**config.mk**
```make
export PLATFORM = sky130hd
export DESIGN_NAME = reg_dump_reader
export DESIGN_NICKNAME = d
export VERILOG_FILES = /design/src/rtl/reg_dump_reader_pkg.sv /design/src/rtl/reg_dump_idx_ctr.sv /design/src/rtl/reg_dump_reader.sv
export SDC_FILE = /design/constraint.sdc
export NUM_CORES = 1
export LEC_CHECK = 0
export ABC_CLOCK_PERIOD_IN_PS = 3000
export CAP_MARGIN = 25
export CORE_ASPECT_RATIO = 1.25
export CORE_MARGIN = 2
export CORE_UTILIZATION = 35
export CTS_BUF_LIST = sky130_fd_sc_hd__clkbuf_2
export CTS_CLUSTER_SIZE = 14
export DETAILED_ROUTE_END_ITERATION = 12
export PLACE_DENSITY_LB_ADDON = 0.2
export SETUP_SLACK_MARGIN = 0.1
export SYNTH_ARGS = -nofsm -noshare
export SYNTH_HDL_FRONTEND = slang
export SYNTH_SLANG_ARGS = --single-unit
```
**constraint.sdc**
```tcl
create_clock -name clk -period 3 [get_ports clk]
set_input_delay 0.6 -clock clk [delete_from_list [all_inputs] [get_ports clk]]
set_output_delay 0.6 -clock clk [all_outputs]
set_load 0.02 [all_outputs]
```
**src/rtl/reg_dump_reader_pkg.sv**
```systemverilog
// Shared constants and state encoding for the register dump reader,
// the register file and the read-port mux.
package reg_dump_reader_pkg;

   localparam int DATA_W   = 16;
   localparam int NUM_REGS = 8;
   localparam int ADDR_W   = $clog2(NUM_REGS);

   typedef enum logic [1:0] {
      IDLE = 2'd0,
      READ = 2'd1,
      SEND = 2'd2,
      DONE = 2'd3
   } state_t;

endpackage

```
**src/rtl/reg_dump_idx_ctr.sv**
```systemverilog
// Wrapping register index counter with a captured end index and an
// equals-last compare. NUM_REGS is a power of two, so the natural
// ADDR_W-bit overflow provides the modulo wrap.
module reg_dump_idx_ctr
   import reg_dump_reader_pkg::*;
(
   input  logic              clk,
   input  logic              rst_b,
   input  logic              load,
   input  logic              inc,
   input  logic [ADDR_W-1:0] first,
   input  logic [ADDR_W-1:0] last,
   output logic [ADDR_W-1:0] idx,
   output logic              at_last
);

   logic [ADDR_W-1:0] idx_reg;
   logic [ADDR_W-1:0] last_reg;

   // Capture the range on load, step the index on increment.
   always_ff @(posedge clk or negedge rst_b) begin
      if (!rst_b) begin
         idx_reg  <= '0;
         last_reg <= '0;
      end else if (load) begin
         idx_reg  <= first;
         last_reg <= last;
      end else if (inc) begin
         idx_reg  <= idx_reg + 1'b1;
      end
   end

   assign idx     = idx_reg;
   assign at_last = (idx_reg == last_reg);

endmodule

```
**src/rtl/reg_dump_reader.sv**
```systemverilog
// Walks an inclusive register range over the shared read port and
// streams each word out on a valid/ready handshake.
module reg_dump_reader
   import reg_dump_reader_pkg::*;
(
   input  logic              clk,
   input  logic              rst_b,
   input  logic              start,
   input  logic              abort,
   input  logic [ADDR_W-1:0] first,
   input  logic [ADDR_W-1:0] last,
   output logic              rd_en,
   output logic [ADDR_W-1:0] rd_addr,
   input  logic [DATA_W-1:0] rd_data,
   output logic              out_valid,
   input  logic              out_ready,
   output logic [DATA_W-1:0] out_data,
   output logic [ADDR_W-1:0] out_idx,
   output logic              busy,
   output logic              done
);

   state_t            state_reg;
   state_t            state_next;
   logic [ADDR_W-1:0] idx;
   logic              at_last;
   logic              ctr_load;
   logic              ctr_inc;
   logic              accept;
   logic [DATA_W-1:0] out_data_reg;
   logic [ADDR_W-1:0] out_idx_reg;

   // A handshake that coincides with abort still completes the word, but
   // the walk stops there, so the index is not advanced.
   assign accept   = (state_reg == SEND) && out_ready;
   assign ctr_load = (state_reg == IDLE) && start;
   assign ctr_inc  = accept && !abort && !at_last;

   reg_dump_idx_ctr u_idx_ctr (
      .clk     (clk),
      .rst_b   (rst_b),
      .load    (ctr_load),
      .inc     (ctr_inc),
      .first   (first),
      .last    (last),
      .idx     (idx),
      .at_last (at_last)
   );

   // State register.
   always_ff @(posedge clk or negedge rst_b) begin
      if (!rst_b) begin
         state_reg <= IDLE;
      end else begin
         state_reg <= state_next;
      end
   end

   // Next-state decode; abort has priority over the handshake.
   always_comb begin
      state_next = state_reg;
      case (state_reg)
         IDLE: begin
            if (start) state_next = READ;
         end
         READ: begin
            state_next = abort ? IDLE : SEND;
         end
         SEND: begin
            if (abort)          state_next = IDLE;
            else if (out_ready) state_next = at_last ? DONE : READ;
         end
         DONE: begin
            state_next = IDLE;
         end
         default: state_next = IDLE;
      endcase
   end

   // Capture the read-port word (write bypass included) during READ and
   // hold it through any SEND stall.
   always_ff @(posedge clk or negedge rst_b) begin
      if (!rst_b) begin
         out_data_reg <= '0;
         out_idx_reg  <= '0;
      end else if (state_reg == READ) begin
         out_data_reg <= rd_data;
         out_idx_reg  <= idx;
      end
   end

   assign rd_en     = (state_reg == READ);
   assign rd_addr   = idx;
   assign out_valid = (state_reg == SEND);
   assign out_data  = out_data_reg;
   assign out_idx   = out_idx_reg;
   assign busy      = (state_reg != IDLE);
   assign done      = (state_reg == DONE);

endmodule

```
# ---- After elaboration in Yosys (flattened, before gate mapping)
# Index checks and enable logic that the tools add are counted.
dict set report word_totals {
  reg_bits 27
  wordCells 30
}
dict set report op_classes {
  n_addsub 1
  mux 8
  reduce_logical 10
  n_eq_ne 6
}
# operator n
set ops {}
lappend ops {{$mux W2} 5}
lappend ops {{$pmux W2 S4} 1}
lappend ops {{$mux W3} 2}
lappend ops {{$eq A2 B2 Y1 const B} 2}
lappend ops {{$logic_and A1 B1 Y1} 4}
lappend ops {{$reduce_bool A2 Y1} 2}
lappend ops {{$add A3 B1 Y3 const B} 1}
lappend ops {{$eq A3 B3 Y1} 1}
lappend ops {{$ne A3 B2 Y1 const B} 1}
lappend ops {{$eq A2 B1 Y1 const B} 1}
lappend ops {{$logic_not A1 Y1} 2}
lappend ops {{$logic_not A2 Y1} 1}
lappend ops {{$ne A2 B2 Y1 const B} 1}
lappend ops {{$reduce_and A2 Y1} 1}

# ---- Depth between registers and ports, before layout
dict set report logic_depth {
  word_depth 6
  ltp_mapped 4
}

# ---- Cells and area by module
# A second synthesis with hierarchy kept.
dict set report hier_totals {
  hier_cells 81
  area_unflattened_um2 1236.2
}
# module cells_each n_inst area_each_um2
set by_module_without_submodules {}
lappend by_module_without_submodules {reg_dump_reader 56 1 915.9}
lappend by_module_without_submodules {reg_dump_idx_ctr 25 1 320.3}

# ---- Worst setup path before layout
# OpenSTA, ideal clock, no wires.
dict set report synth_path {
  path_type {input -> register}
  start {input port abort}
  end {register u_idx_ctr.idx_reg[1], in the netlist u_idx_ctr.idx[1]}
  t_arrival_ns 1.329
  path_buffers 0
  slack_ns 1.541
  stages 4
  required_ns 2.870
  setup_ns 0.130
  cell_sequence {nand4bb_2 -> a31oi_4 -> mux2i_1 -> a21oi_1}
}
dict set report synth_via {
  elab_chain_len 4
}
# element line_no
set synth_rtl {}
lappend synth_rtl {{start, declared} reg_dump_reader.sv:9} ;# input logic abort,
lappend synth_rtl {{$logic_not A1 Y1} reg_dump_reader.sv:37} ;# assign ctr_inc = accept && !abort && !at_last;
lappend synth_rtl {{$logic_and A1 B1 Y1 (2 in a row)} reg_dump_reader.sv:37}
lappend synth_rtl {{$reduce_bool A2 Y1 (no line)} n/a}
lappend synth_rtl {{end signal, assigned} reg_dump_idx_ctr.sv:26} ;# idx_reg <= first;
lappend synth_rtl {{end signal, assigned} reg_dump_idx_ctr.sv:29} ;# idx_reg <= idx_reg + 1'b1;
lappend synth_rtl {{end, declared} reg_dump_idx_ctr.sv:17} ;# logic [ADDR_W-1:0] idx_reg;
# No other way between the ends.
# A chain may end at the register's enable or synchronous reset.

# ---- Worst setup path in the final report
dict set report layout_path {
  start {register state_reg[1]}
  end {output port rd_en}
}
dict set report layout_via {
  elab_chain_len 1
}
# element line_no
set layout_rtl {}
lappend layout_rtl {{start, declared} reg_dump_reader.sv:23} ;# state_t state_reg;
lappend layout_rtl {{start signal, assigned} reg_dump_reader.sv:55} ;# state_reg <= state_next;
lappend layout_rtl {{$eq A2 B1 Y1} reg_dump_reader.sv:92} ;# assign rd_en = (state_reg == READ);
lappend layout_rtl {{end, declared} reg_dump_reader.sv:12} ;# output logic rd_en,
# No other way between the ends.

==> results.json <==
{
  "rows": 23,
  "synth_cell_type_count": 23,
  "ys_ff_latch": 27,
  "start_util_pct": 36.1,
  "worst-path-max-fanout": 5,
  "n_antenna_cell": 0,
  "p_leak_nw": 0.735,
  "io_pins": 53,
  "seq_area_um2": 676,
  "clock-root-buffer": "clkbuf_2",
  "cp.required_ns": 2.40,
  "ant_nets": 0,
  "setup.worst_path.start_class": "flop",
  "grt_pass1_wl_um": 3710,
  "htree_levels": 1,
  "cts-hold-fix-buffers": 0,
  "fin_skew_ns": 0.00268,
  "vias": 841,
  "finalPower_mw": 1.50,
  "cts_buffers": 3,
  "worst_skew_pair.late_latency_ns": 0.33,
  "largest_reg_flops": 16,
  "multi_input_area_um2": 449,
  "die_h_um": 67.9,
  "cts.sinks": 27,
  "first_pass_iters": 2,
  "outcome": "finished, final reports clean",
  "hold_path.class": "flop to flop",
  "critPathKind": "flop to output port",
  "routed_wl_um": 2290,
  "grt_max_degree": 28,
  "cts_setup_buffers": 0,
  "final_nets": 170,
  "max_freq_ghz": 0.443,
  "synth_seq_area_share_pct": 59.1,
  "clockBufferDepth": 2,
  "cts.clk_slew.worst_paths_ns": 0.23,
  "via_per_inst": 4.72,
  "end_kind": "output port",
  "overflow": 0,
  "grt_pass1_vias": 860,
  "p_per_area_nw_per_um2": 868,
  "dp_hpwl_um": 1760,
  "startpoint": "state_reg[1]$_DFFE_PN0P_",
  "wl_per_cell_um": 12.9,
  "crit_arrival_ns": 1.66,
  "hold_viol": 0,
  "first_iter_violations": 10,
  "track_usage_pct": 13.9,
  "period_share_pct": 75.3,
  "hp-start": "u_idx_ctr.last_reg[1]$_DFFE_PN0P_",
  "antenna_found_initial": 0,
  "rsz0062_at_grt": "false",
  "slew_violations": 0,
  "relSlewSlack_pct": 77.3,
  "die_w_um": 55.1,
  "place_congestion": 0.684,
  "netlist_instances": 85,
  "syn_nets": 113,
  "nFillCells": 278,
  "layout-drive-gt1-share_pct": 19.1,
  "port_buffers": 52,
  "setup_violations": 0,
  "area_growth_pct": 51.8,
  "syn_area_um2": 1140,
  "tns_ns": 0,
  "maxCapViolations": 0,
  "fp.coreArea_um2": 3170,
  "peakVddDrop_mv": 0.493,
  "avgSynthCellArea_um2": 13.4,
  "drc": 0,
  "yosysWarnings": 0,
  "die_area_um2": 3740,
  "rr_startpoint": "u_idx_ctr.idx[1]$_DFFE_PN0P_",
  "tightestPinTransition_ns": 0.340,
  "cts_tree": "built",
  "fin_crit_ns": 2.26,
  "ctsResizeCount": 0
}
per-stage QoR:
step,utilization [%],hold WS [ns],std cells,instance area (um2),setup slack (ns)
2_1_floorplan,-,0.304,85,1140,1.54
6_report,54.8,0.533,178,1730,0.741
3_3_place_gp,54.2,0.475,174,1710,1.06
5_1_grt,54.8,0.570,178,1730,0.616
4_1_cts,54.8,0.539,178,1730,0.710
3_5_place_dp,54.2,0.486,174,1710,1.02
area by class of cell:
class / instances / share of cell area [%]
repair buffers: 54 / 30.9
well taps: 37 / 2.67
flip-flops and latches: 27 / 39.0
clock buffers: 3 / 0.866
inverters: 2 / 0.433
clock inverters: 1 / 0.289
multi-input cells: 54 / 25.9
cells in the mapped netlist (all sizes together):
| master | instances | share of area [%] |
|---|---|---|
| nand2b | 1 | 0.55 |
| and2 | 2 | 1.1 |
| nand2 | 12 | 3.9 |
| dfrtp | 27 | 59 |
| a21bo | 1 | 0.88 |
| ha | 1 | 1.1 |
| xnor2 | 4 | 3.7 |
| nand4bb | 1 | 1.4 |
| mux2i | 1 | 0.88 |
| a21oi | 1 | 0.44 |
| buf | 2 | 0.88 |
| a31oi | 2 | 2.4 |
| nand3 | 1 | 0.44 |
| a311oi | 1 | 0.77 |
| nor2 | 4 | 1.3 |
| nand3b | 1 | 0.66 |
| nor2b | 1 | 0.55 |
| mux2 | 19 | 19 |
| inv | 2 | 0.66 |
| o21ai | 1 | 0.44 |
worst max-delay path, cell delays in order (launching register included):
cell and delay [ns]:
dfrtp_1 0.48, nand2b_1 0.17, inv_1 0.08, clkdlybuf4s50_1 0.60
routing by layer:
| metal | global-route usage, % | vias up | wire [um] |
|---|---|---|---|
| li1 | - | 400 | - |
| met1 | 16.2 | 411 | 934 |
| met2 | 24.9 | 28 | 1190 |
| met3 | 1.97 | 2 | 151 |
| met4 | 5.49 | 0 | 17 |
| met5 | 0 | - | 0 |
cell usage in the layout, fill, tap and decap left out, types with 2 or more instances in the layout:
cell	synthesis	final
inv_1	2	2
and2_1	2	2
nand2_1	12	12
dfrtp_1	27	27
clkbuf_2	0	3
xnor2_1	3	3
nor2_1	4	4
mux2_2	18	18
clkdlybuf4s50_1	0	52
buf_4	0	2
worst paths after layout:
kind | endpoint | slack, ns | cells past startpoint
max | rd_en | 0.74 | 3
min in group asynchronous | out_data[14]$_DFFE_PN0N_ | 0.58 | 2
min reg2reg | u_idx_ctr.last_reg[1]$_DFFE_PN0P_ | 0.53 | 2
max reg2reg | u_idx_ctr.idx[2]$_DFFE_PN0P_ | 1.64 | 4
max in group asynchronous | out_data[1]$_DFFE_PN0N_ | 2.16 | 2
min | u_idx_ctr.last_reg[1]$_DFFE_PN0P_ | 0.53 | 2
kinds of logic after synthesis:
kind of cell	count (synthesis)	synth area share (%)
compound gates	6	4.93
xor+xnor	4	3.72
fa+ha+maj	1	1.10
buf+inv	4	1.53
flops	27	59.1
mux	20	19.6
simple gates	23	9.97
power by group:
part / internal, mW / leakage (nW) / switching (mW) / total (mW)
Clock: 0.0303 / 0.0164 / 0.101 / 0.131
Sequential: 0.506 / 0.318 / 0.0929 / 0.599
Combinational: 0.420 / 0.400 / 0.355 / 0.775
Power figures use the tool's default switching activity.
